$ cat src/rtl/spi_rx_deser_pkg.sv
`default_nettype none
// ============================================================================
// Module      : spi_rx_pkg
// Description : Shared types and helpers for the SPI receive path.
//               - state_t     : receiver FSM encoding (IDLE / SHIFT)
//               - SAMPLE_RISE / SAMPLE_FALL : sampling-edge selectors
//               - clog2()     : constant-function width helper
// Revision    : 1.0 - initial release
// ============================================================================
package spi_rx_pkg;

    typedef enum logic [0:0] {
        IDLE  = 1'b0,
        SHIFT = 1'b1
    } state_t;

    localparam bit SAMPLE_RISE = 1'b1;
    localparam bit SAMPLE_FALL = 1'b0;

    // Smallest width able to index 'value' distinct codes.
    function automatic int unsigned clog2(input int unsigned value);
        int unsigned result;
        result = 0;
        for (int unsigned i = 0; i < 32; i++) begin
            if ((64'd1 << i) < {32'd0, value}) begin
                result = i + 1;
            end
        end
        return result;
    endfunction

endpackage : spi_rx_pkg
`default_nettype wire

$ cat src/rtl/spi_rx_deser_if.sv
`default_nettype none
// ============================================================================
// Module      : spi_rx_deser_if
// Description : Received-byte port of the SPI deserialiser.
//               rx_data/rx_valid/rx_ready form a valid/ready handshake;
//               overrun and frame_err are one-cycle event pulses; busy is a
//               level that is high while a frame is being shifted in.
//               master : producer side (the deserialiser)
//               slave  : consumer side
// Revision    : 1.0 - initial release
// ============================================================================
interface spi_rx_deser_if #(
    parameter int unsigned DATA_W = 8
);

    logic [DATA_W-1:0] rx_data;
    logic              rx_valid;
    logic              rx_ready;
    logic              overrun;
    logic              frame_err;
    logic              busy;

    modport master (
        output rx_data,
        output rx_valid,
        input  rx_ready,
        output overrun,
        output frame_err,
        output busy
    );

    modport slave (
        input  rx_data,
        input  rx_valid,
        output rx_ready,
        input  overrun,
        input  frame_err,
        input  busy
    );

endinterface : spi_rx_deser_if
`default_nettype wire

$ cat src/rtl/spi_rx_deser_sync_edge.sv
`default_nettype none
// ============================================================================
// Module      : spi_sync_edge
// Description : Brings an external serial clock/data pair into clk_i through
//               SYNC_STAGES-deep synchronisers and edge-detects the clock.
//               Both paths use the same depth so data stays aligned with the
//               clock edge that qualifies it.
// Ports       : clk_i    - system clock
//               rst_ni   - asynchronous active-low reset
//               sclk_i   - external serial clock (idles low)
//               sdata_i  - external serial data
//               data_s_o - synchronised data
//               rise_o   - synchronised serial clock rose this cycle
//               fall_o   - synchronised serial clock fell this cycle
// Revision    : 1.0 - initial release
// ============================================================================
module spi_sync_edge #(
    parameter int unsigned SYNC_STAGES = 2
) (
    input  logic clk_i,
    input  logic rst_ni,
    input  logic sclk_i,
    input  logic sdata_i,
    output logic data_s_o,
    output logic rise_o,
    output logic fall_o
);

    logic [SYNC_STAGES-1:0] clk_sync_q;
    logic [SYNC_STAGES-1:0] data_sync_q;
    logic                   clk_prev_q;

    // Clearing to 0 matches the idle-low serial clock, so no edge is
    // reported when reset is released with the line idle.
    always_ff @(posedge clk_i or negedge rst_ni) begin
        if (!rst_ni) begin
            clk_sync_q  <= '0;
            data_sync_q <= '0;
            clk_prev_q  <= 1'b0;
        end else begin
            clk_sync_q  <= {clk_sync_q[SYNC_STAGES-2:0], sclk_i};
            data_sync_q <= {data_sync_q[SYNC_STAGES-2:0], sdata_i};
            clk_prev_q  <= clk_sync_q[SYNC_STAGES-1];
        end
    end

    assign data_s_o = data_sync_q[SYNC_STAGES-1];
    assign rise_o   =  clk_sync_q[SYNC_STAGES-1] & ~clk_prev_q;
    assign fall_o   = ~clk_sync_q[SYNC_STAGES-1] &  clk_prev_q;

endmodule : spi_sync_edge
`default_nettype wire

$ cat src/rtl/spi_rx_deser.sv
`default_nettype none
// ============================================================================
// Module      : spi_rx_deser
// Description : SPI (MOSI) serial-to-parallel receiver. Rebuilds DATA_W-bit
//               frames MSB first from an asynchronous spi_clk/spi_data pair,
//               presents them on a valid/ready port, drops partial frames
//               after TIMEOUT idle cycles (frame_err) and flags completed
//               frames that find the holding register full (overrun).
// Ports       : clk_i      - system clock
//               rst_ni     - asynchronous active-low reset
//               spi_clk_i  - serial clock from the transmitter (idles low)
//               spi_data_i - serial data (MOSI)
//               rx         - received-byte port (master side); the interface
//                            DATA_W must equal this module's DATA_W
// Revision    : 1.0 - initial release
// ============================================================================
module spi_rx_deser
    import spi_rx_pkg::*;
#(
    parameter int unsigned DATA_W      = 8,
    parameter int unsigned SYNC_STAGES = 2,
    parameter int unsigned TIMEOUT     = 64,
    parameter bit          SAMPLE_EDGE = SAMPLE_RISE
) (
    input  logic           clk_i,
    input  logic           rst_ni,
    input  logic           spi_clk_i,
    input  logic           spi_data_i,
    spi_rx_deser_if.master rx
);

    localparam int unsigned CNT_W = clog2(DATA_W + 1);
    localparam int unsigned TMO_W = clog2(TIMEOUT);

    localparam logic [CNT_W-1:0] CNT_LAST = CNT_W'(DATA_W - 1);
    localparam logic [TMO_W-1:0] TMO_LAST = TMO_W'(TIMEOUT - 1);

    // ------------------------------------------------------------------
    // Synchronise and edge-detect
    // ------------------------------------------------------------------
    logic w_data_s;
    logic w_rise;
    logic w_fall;
    logic w_sample;
    logic w_any_edge;

    spi_sync_edge #(
        .SYNC_STAGES (SYNC_STAGES)
    ) u_sync_edge (
        .clk_i    (clk_i),
        .rst_ni   (rst_ni),
        .sclk_i   (spi_clk_i),
        .sdata_i  (spi_data_i),
        .data_s_o (w_data_s),
        .rise_o   (w_rise),
        .fall_o   (w_fall)
    );

    generate
        if (SAMPLE_EDGE == SAMPLE_RISE) begin : g_sample_rise
            assign w_sample = w_rise;
        end else begin : g_sample_fall
            assign w_sample = w_fall;
        end
    endgenerate

    // Either edge proves the transmitter is still alive.
    assign w_any_edge = w_rise | w_fall;

    // ------------------------------------------------------------------
    // Frame FSM
    // ------------------------------------------------------------------
    state_t            state_q;
    logic [CNT_W-1:0]  bit_cnt_q;
    logic [TMO_W-1:0]  tmo_q;
    logic [DATA_W-1:0] shift_q;
    logic [DATA_W-1:0] shift_d;
    logic [DATA_W-1:0] first_d;
    logic              done_q;
    logic              frame_err_q;
    logic              busy_q;

    assign shift_d = {shift_q[DATA_W-2:0], w_data_s};
    assign first_d = {{(DATA_W-1){1'b0}}, w_data_s};

    // done_q marks the cycle after the completing sample; shift_q holds the
    // finished frame during that cycle for the holding register to pick up.
    always_ff @(posedge clk_i or negedge rst_ni) begin
        if (!rst_ni) begin
            state_q     <= IDLE;
            bit_cnt_q   <= '0;
            tmo_q       <= '0;
            shift_q     <= '0;
            done_q      <= 1'b0;
            frame_err_q <= 1'b0;
            busy_q      <= 1'b0;
        end else begin
            done_q      <= 1'b0;
            frame_err_q <= 1'b0;
            case (state_q)
                IDLE: begin
                    tmo_q <= '0;
                    if (w_sample) begin
                        shift_q   <= first_d;
                        bit_cnt_q <= CNT_W'(1);
                        state_q   <= SHIFT;
                        busy_q    <= 1'b1;
                    end
                end
                SHIFT: begin
                    if (w_sample && (bit_cnt_q == CNT_LAST)) begin
                        // Completion takes priority over a coincident timeout.
                        shift_q   <= shift_d;
                        bit_cnt_q <= '0;
                        tmo_q     <= '0;
                        done_q    <= 1'b1;
                        state_q   <= IDLE;
                        busy_q    <= 1'b0;
                    end else begin
                        if (w_sample) begin
                            shift_q   <= shift_d;
                            bit_cnt_q <= bit_cnt_q + 1'b1;
                        end
                        if (w_any_edge) begin
                            tmo_q <= '0;
                        end else if (tmo_q == TMO_LAST) begin
                            frame_err_q <= 1'b1;
                            shift_q     <= '0;
                            bit_cnt_q   <= '0;
                            tmo_q       <= '0;
                            state_q     <= IDLE;
                            busy_q      <= 1'b0;
                        end else begin
                            tmo_q <= tmo_q + 1'b1;
                        end
                    end
                end
                default: begin
                    state_q <= IDLE;
                    busy_q  <= 1'b0;
                end
            endcase
        end
    end

    // ------------------------------------------------------------------
    // Holding register and valid/ready handshake
    // ------------------------------------------------------------------
    logic [DATA_W-1:0] rx_data_q;
    logic              rx_valid_q;
    logic              overrun_q;

    always_ff @(posedge clk_i or negedge rst_ni) begin
        if (!rst_ni) begin
            rx_data_q  <= '0;
            rx_valid_q <= 1'b0;
            overrun_q  <= 1'b0;
        end else begin
            overrun_q <= 1'b0;
            if (done_q) begin
                // A consumer accepting in this same cycle frees the slot.
                if (!rx_valid_q || rx.rx_ready) begin
                    rx_data_q  <= shift_q;
                    rx_valid_q <= 1'b1;
                end else begin
                    overrun_q <= 1'b1;
                end
            end else if (rx_valid_q && rx.rx_ready) begin
                rx_valid_q <= 1'b0;
            end
        end
    end

    assign rx.rx_data   = rx_data_q;
    assign rx.rx_valid  = rx_valid_q;
    assign rx.overrun   = overrun_q;
    assign rx.frame_err = frame_err_q;
    assign rx.busy      = busy_q;

endmodule : spi_rx_deser
`default_nettype wire
$ cat src/flat_wrapper.sv
// flat-port wrapper written by rule: the top's interface ports become plain ports
module spi_rx_deser_flat import spi_rx_pkg::*;
#(
    parameter int unsigned DATA_W      = 8,
    parameter int unsigned SYNC_STAGES = 2,
    parameter int unsigned TIMEOUT     = 64,
    parameter bit          SAMPLE_EDGE = SAMPLE_RISE
)
  (clk_i, rst_ni, spi_clk_i, spi_data_i, rx_rx_data, rx_rx_valid, rx_rx_ready, rx_overrun, rx_frame_err, rx_busy);
  spi_rx_deser_if #(.DATA_W(DATA_W)) rx_i ();
  input  logic clk_i;
  input  logic rst_ni;
  input  logic spi_clk_i;
  input  logic spi_data_i;
  output wire logic [$bits(rx_i.rx_data)-1:0] rx_rx_data;
  output wire logic [$bits(rx_i.rx_valid)-1:0] rx_rx_valid;
  input wire logic [$bits(rx_i.rx_ready)-1:0] rx_rx_ready;
  output wire logic [$bits(rx_i.overrun)-1:0] rx_overrun;
  output wire logic [$bits(rx_i.frame_err)-1:0] rx_frame_err;
  output wire logic [$bits(rx_i.busy)-1:0] rx_busy;
  assign rx_rx_data = rx_i.rx_data;
  assign rx_rx_valid = rx_i.rx_valid;
  assign rx_i.rx_ready = rx_rx_ready;
  assign rx_overrun = rx_i.overrun;
  assign rx_frame_err = rx_i.frame_err;
  assign rx_busy = rx_i.busy;
  spi_rx_deser #(.DATA_W(DATA_W), .SYNC_STAGES(SYNC_STAGES), .TIMEOUT(TIMEOUT), .SAMPLE_EDGE(SAMPLE_EDGE)) u_core (.clk_i(clk_i), .rst_ni(rst_ni), .spi_clk_i(spi_clk_i), .spi_data_i(spi_data_i), .rx(rx_i));
endmodule
$ cat config.mk
export PLATFORM = sky130hd
export DESIGN_NAME = spi_rx_deser_flat
export DESIGN_NICKNAME = d
export VERILOG_FILES = /design/src/rtl/spi_rx_deser_pkg.sv /design/src/rtl/spi_rx_deser_if.sv /design/src/rtl/spi_rx_deser_sync_edge.sv /design/src/rtl/spi_rx_deser.sv /design/src/flat_wrapper.sv
export SDC_FILE = /design/constraint.sdc
export NUM_CORES = 1
export LEC_CHECK = 0
export BUFFER_PORTS_ARGS = -buffer_cell sky130_fd_sc_hd__buf_2
export CAP_MARGIN = 30
export CORE_UTILIZATION = 50
export CTS_CLUSTER_SIZE = 25
export DETAILED_ROUTE_END_ITERATION = 10
export GPL_TIMING_DRIVEN = 0
export HOLD_SLACK_MARGIN = 0.12
export PLACE_DENSITY_LB_ADDON = 0.12
export REMOVE_ABC_BUFFERS = 1
export SYNTH_ARGS = -nofsm -noshare
export SYNTH_HDL_FRONTEND = slang
export SYNTH_SLANG_ARGS = --single-unit
$ cat constraint.sdc
create_clock -name clk_i -period 4 [get_ports clk_i]
set_input_delay 0.2 -clock clk_i [delete_from_list [all_inputs] [get_ports clk_i]]
set_output_delay 0.2 -clock clk_i [all_outputs]
set_load 0.02 [all_outputs]
==> results.txt <==
- The flow ran to the end, and the final reports show no timing, DRC or antenna violations.
* Overflow after GRT: 0
- Total area of multi-input combinational cells: 525.5 µm²
- CP Data Arrival Time: 1.93 ns
- Placement Rows: 19
- The min-delay analysis places its worst path in the category input pin to register.
* Wire length per cell: 13.06 µm
- Maximum number of pins on one net before global-route repair: 38
* Delay of the slowest critical-path stage: 0.39 ns
- Max frequency: 590.6 MHz
- The number of antenna violations at the first check in global routing was 0.
* Worst slew pin tran: 0.7822 ns
- STA puts the critical path data required time at 4.24 ns.
- Setup tns final: 0 ns
* Total global routing track utilization: 17.09%
* Yosys reg bits: 37
- Together, buffers and inverters on the worst path number 0.
- Worst-case clock skew: 0.01295 ns
- Type of destination of the critical path: register
* CP Launch Type: register
- YS warnings: 0
- Post-route ant nets: 0
- Number of distinct library cells after synthesis: 27
- Buffers added on ports: 16
* Die width: 56.46 µm
* Leakage power: 0.0008478 µW
- After layout, the worst path uses 42.33% of the clock period.
- The pre-antenna-repair detailed-routing pass consisted of 5 iterations.
- Clock latency on the worst-skew pair: 0.34 ns
- Vias in the first global route: 926
- In this run the tightest slew margin relative to its limit is 47.85%.
- The number of antenna diodes in the final layout is 0.
- Summing over every cut layer, the via total after detailed routing is 930.
* Count of placed standard cells including taps: 162
* Number of cells produced by synthesis: 117
* Critical Setup Path Class: register to register
* Total Die Area: 0.003187 mm²
- After the flow finishes, the layout carries non-filler instances totaling 173.
- Layout-stage area growth over the synthesis result: 14.94%
- Routability-driven placement finished with a final weighted congestion of 0.7300.
- The clock period could shrink to 1.693 ns.
- The first global-routing pass estimated 4.064 mm of wire.
- Final Net Count: 149
- For this design the ratio of total power to cell area is 588.5 mW/mm².
- After clock tree synthesis, the clock-pin slew on the worst setup and hold paths is 0.11 ns.
- After detailed routing, the number of remaining DRC violations is 0.
* Final hold vios: 0
- TritonCTS clock tree: yes
- Via-per-instance ratio: 5.376
- Post-place instance area: 0.001589 mm²
* Avg Cell Area, Syn: 12.67 µm²
- Across the VDD grid, the largest voltage drop is 0.0005050 V.
* Post-route standard cell area excluding fillers: 0.001704 mm²
* Clk sinks: 37
- Post-detailed-placement half-perimeter wirelength: 1.526 mm
- Area of the mapped netlist: 0.001483 mm²
* Fillers: 246
- On the critical path the largest part of the delay comes from compound AO/OA/AOI/OAI gates.
- DR iter-0 viols: 31
- Bufs on Longest Clock Path: 2
- Final number of max-transition violations: 0
- Traced cell by cell, the critical path runs through ha_1 -> nand3_1 -> o31a_4 -> a31o_1 -> a22o_1.
- Final routed wirelength across all metal layers: 2.260 mm
- Across the whole layout, storage elements account for 925.9 µm².
* Layout cells sized above 1: 30.99%
- The die is 56.46 µm tall.
* Initial standard-cell utilization of the core: 53.31%
- Pin placement for this block handled 17 I/O pins.
- Number of buffers inserted during clock tree synthesis: 5
- Max H-tree Level: 2
* Clock Root Buffer: sky130_fd_sc_hd__clkbuf_4
- The design draws 1003 µW.
- Of all nets on the critical path, the largest fanout is 8.
- Setup repair after global routing left no endpoint under its margin.
* Slowest stage cell on the critical path: sky130_fd_sc_hd__dfrtp_1
- After synthesis, flip-flops and latches occupy 62.45% of the total area.
* Final Setup Violations: 0
- Floorplan Core Area: 0.002781 mm²
- Max-cap violations in this run came to 0.
layout make-up:
class                   count  area share, %
clock buffers               7          3.231
clock inverters             1          1.762
inverters                   5          1.101
multi-input cells          73          30.84
flip-flops and latches     37          54.33
well taps                  31          2.276
repair buffers             19          6.461
final timing paths:
check                                                        from                                end  slack [ns]  cells after the start
max in group asynchronous                                  rst_ni                    u_core.tmo_q[4]        3.03                      2
min in group asynchronous                                  rst_ni                u_core.bit_cnt_q[3]        0.47                      2
worst max register to register   u_core.u_sync_edge.clk_sync_q[1]                u_core.bit_cnt_q[3]        2.31                      5
worst min register to register  u_core.u_sync_edge.data_sync_q[0]  u_core.u_sync_edge.data_sync_q[1]        0.35                      0
worst min-delay path                                  rx_rx_ready                  u_core.rx.overrun        0.14                      3
worst max-delay path             u_core.u_sync_edge.clk_sync_q[1]                u_core.bit_cnt_q[3]        2.31                      5
stage by stage:
stage / hold slack, ns / worst slack, ns / util [%]
5_1_grt: 0.1584 / 2.220 / 61.27
6_report: 0.1448 / 2.307 / 61.27
2_1_floorplan: -0.09559 / 2.401 / -
4_1_cts: 0.1249 / 2.297 / 61.27
3_3_place_gp: 0.3087 / 2.305 / 57.13
3_5_place_dp: 0.3093 / 2.308 / 57.13
metal layers:
layer  wire, µm  GRT usage, %  part of all wire, %  vias to the layer above
li1           -             -                    -                      452
met1       1114         23.40                   49                      452
met2       1009         24.37                   45                       21
met3         92         4.839                  4.1                        5
met4         43         9.756                  1.9                        0
met5          0             0                    0                        -
cell usage in the layout, fill, tap and decap left out:
cell and n:
sky130_fd_sc_hd__nand2b_1 2, sky130_fd_sc_hd__o31a_4 1, sky130_fd_sc_hd__a22o_2 7, sky130_fd_sc_hd__nor2_1 16, sky130_fd_sc_hd__a21oi_1 3, sky130_fd_sc_hd__a22o_1 1, sky130_fd_sc_hd__nor4b_1 1, sky130_fd_sc_hd__nand4b_1 1
sky130_fd_sc_hd__nand3_1 6, sky130_fd_sc_hd__mux2_2 9, sky130_fd_sc_hd__dlygate4sd3_1 3, sky130_fd_sc_hd__clkbuf_8 1, sky130_fd_sc_hd__nand3_4 1, sky130_fd_sc_hd__clkbuf_1 1, sky130_fd_sc_hd__mux2i_1 1, sky130_fd_sc_hd__nand2_1 8
sky130_fd_sc_hd__buf_2 16, sky130_fd_sc_hd__and3b_1 1, sky130_fd_sc_hd__nor3_1 2, sky130_fd_sc_hd__xnor2_1 2, sky130_fd_sc_hd__ha_1 3, sky130_fd_sc_hd__xor2_1 2, sky130_fd_sc_hd__dfrtp_1 37, sky130_fd_sc_hd__a31o_2 1
sky130_fd_sc_hd__or2_2 2, sky130_fd_sc_hd__a31o_1 1, sky130_fd_sc_hd__clkbuf_4 5, sky130_fd_sc_hd__o21ai_0 1, sky130_fd_sc_hd__o2bb2ai_1 1, sky130_fd_sc_hd__bufinv_16 1, sky130_fd_sc_hd__inv_1 5
what timing repair did:
item / 4_1_cts / 5_1_grt
hold buffers: 3 / 0
endpoints found under the hold margin: 39 / 0
buffers inserted: 0 / 0
gates resized for setup: 0 / 0
cell usage after synthesis (all sizes together):
master,instances,area [µm²]
a21oi,3,15.01
a22o,8,78.83
a31o,2,17.52
and3b,1,8.760
buf,2,12.51
dfrtp,37,925.9
ha,3,37.54
inv,5,18.77
mux2,9,101.4
mux2i,1,10.01
nand2,8,30.03
nand2b,2,12.51
nand3,7,47.55
nand4b,1,8.760
nor2,16,60.06
nor3,2,10.01
nor4b,1,8.760
o21ai,1,5.000
o2bb2ai,1,8.760
o31a,1,17.52
or2,2,12.51
xnor2,2,17.52
xor2,2,17.52
flip-flops by register name, summed over array words and instances (netlist names), 2 cells and up:
signal / count
u_core.rx.rx_data: 8
u_core.shift_q: 8
u_core.tmo_q: 6
u_core.bit_cnt_q: 4
u_core.u_sync_edge.clk_sync_q: 2
u_core.u_sync_edge.data_sync_q: 2
power by group:
part | switching, µW | internal (µW) | total [µW]
logic | 112 | 107 | 219
registers | 61.4 | 456 | 518
clock network | 117 | 149 | 266
cells by family after synthesis:
logic type	share of synthesized area, %
adder cells (fa/ha/maj)	2.532
buffers and inverters	2.110
AO/OA/AOI/OAI	9.620
flip-flops	62.45
XOR/XNOR	2.363
AND/OR/NAND/NOR	13.42
multiplexers	7.511
tightest hold or removal path, delay by kind of cell:
family	cells	cell delay [ns]
and+or+nand+nor	2	0.18
buffers and inverters	1	0.07
Note: power is estimated with default switching activity, not from simulation.
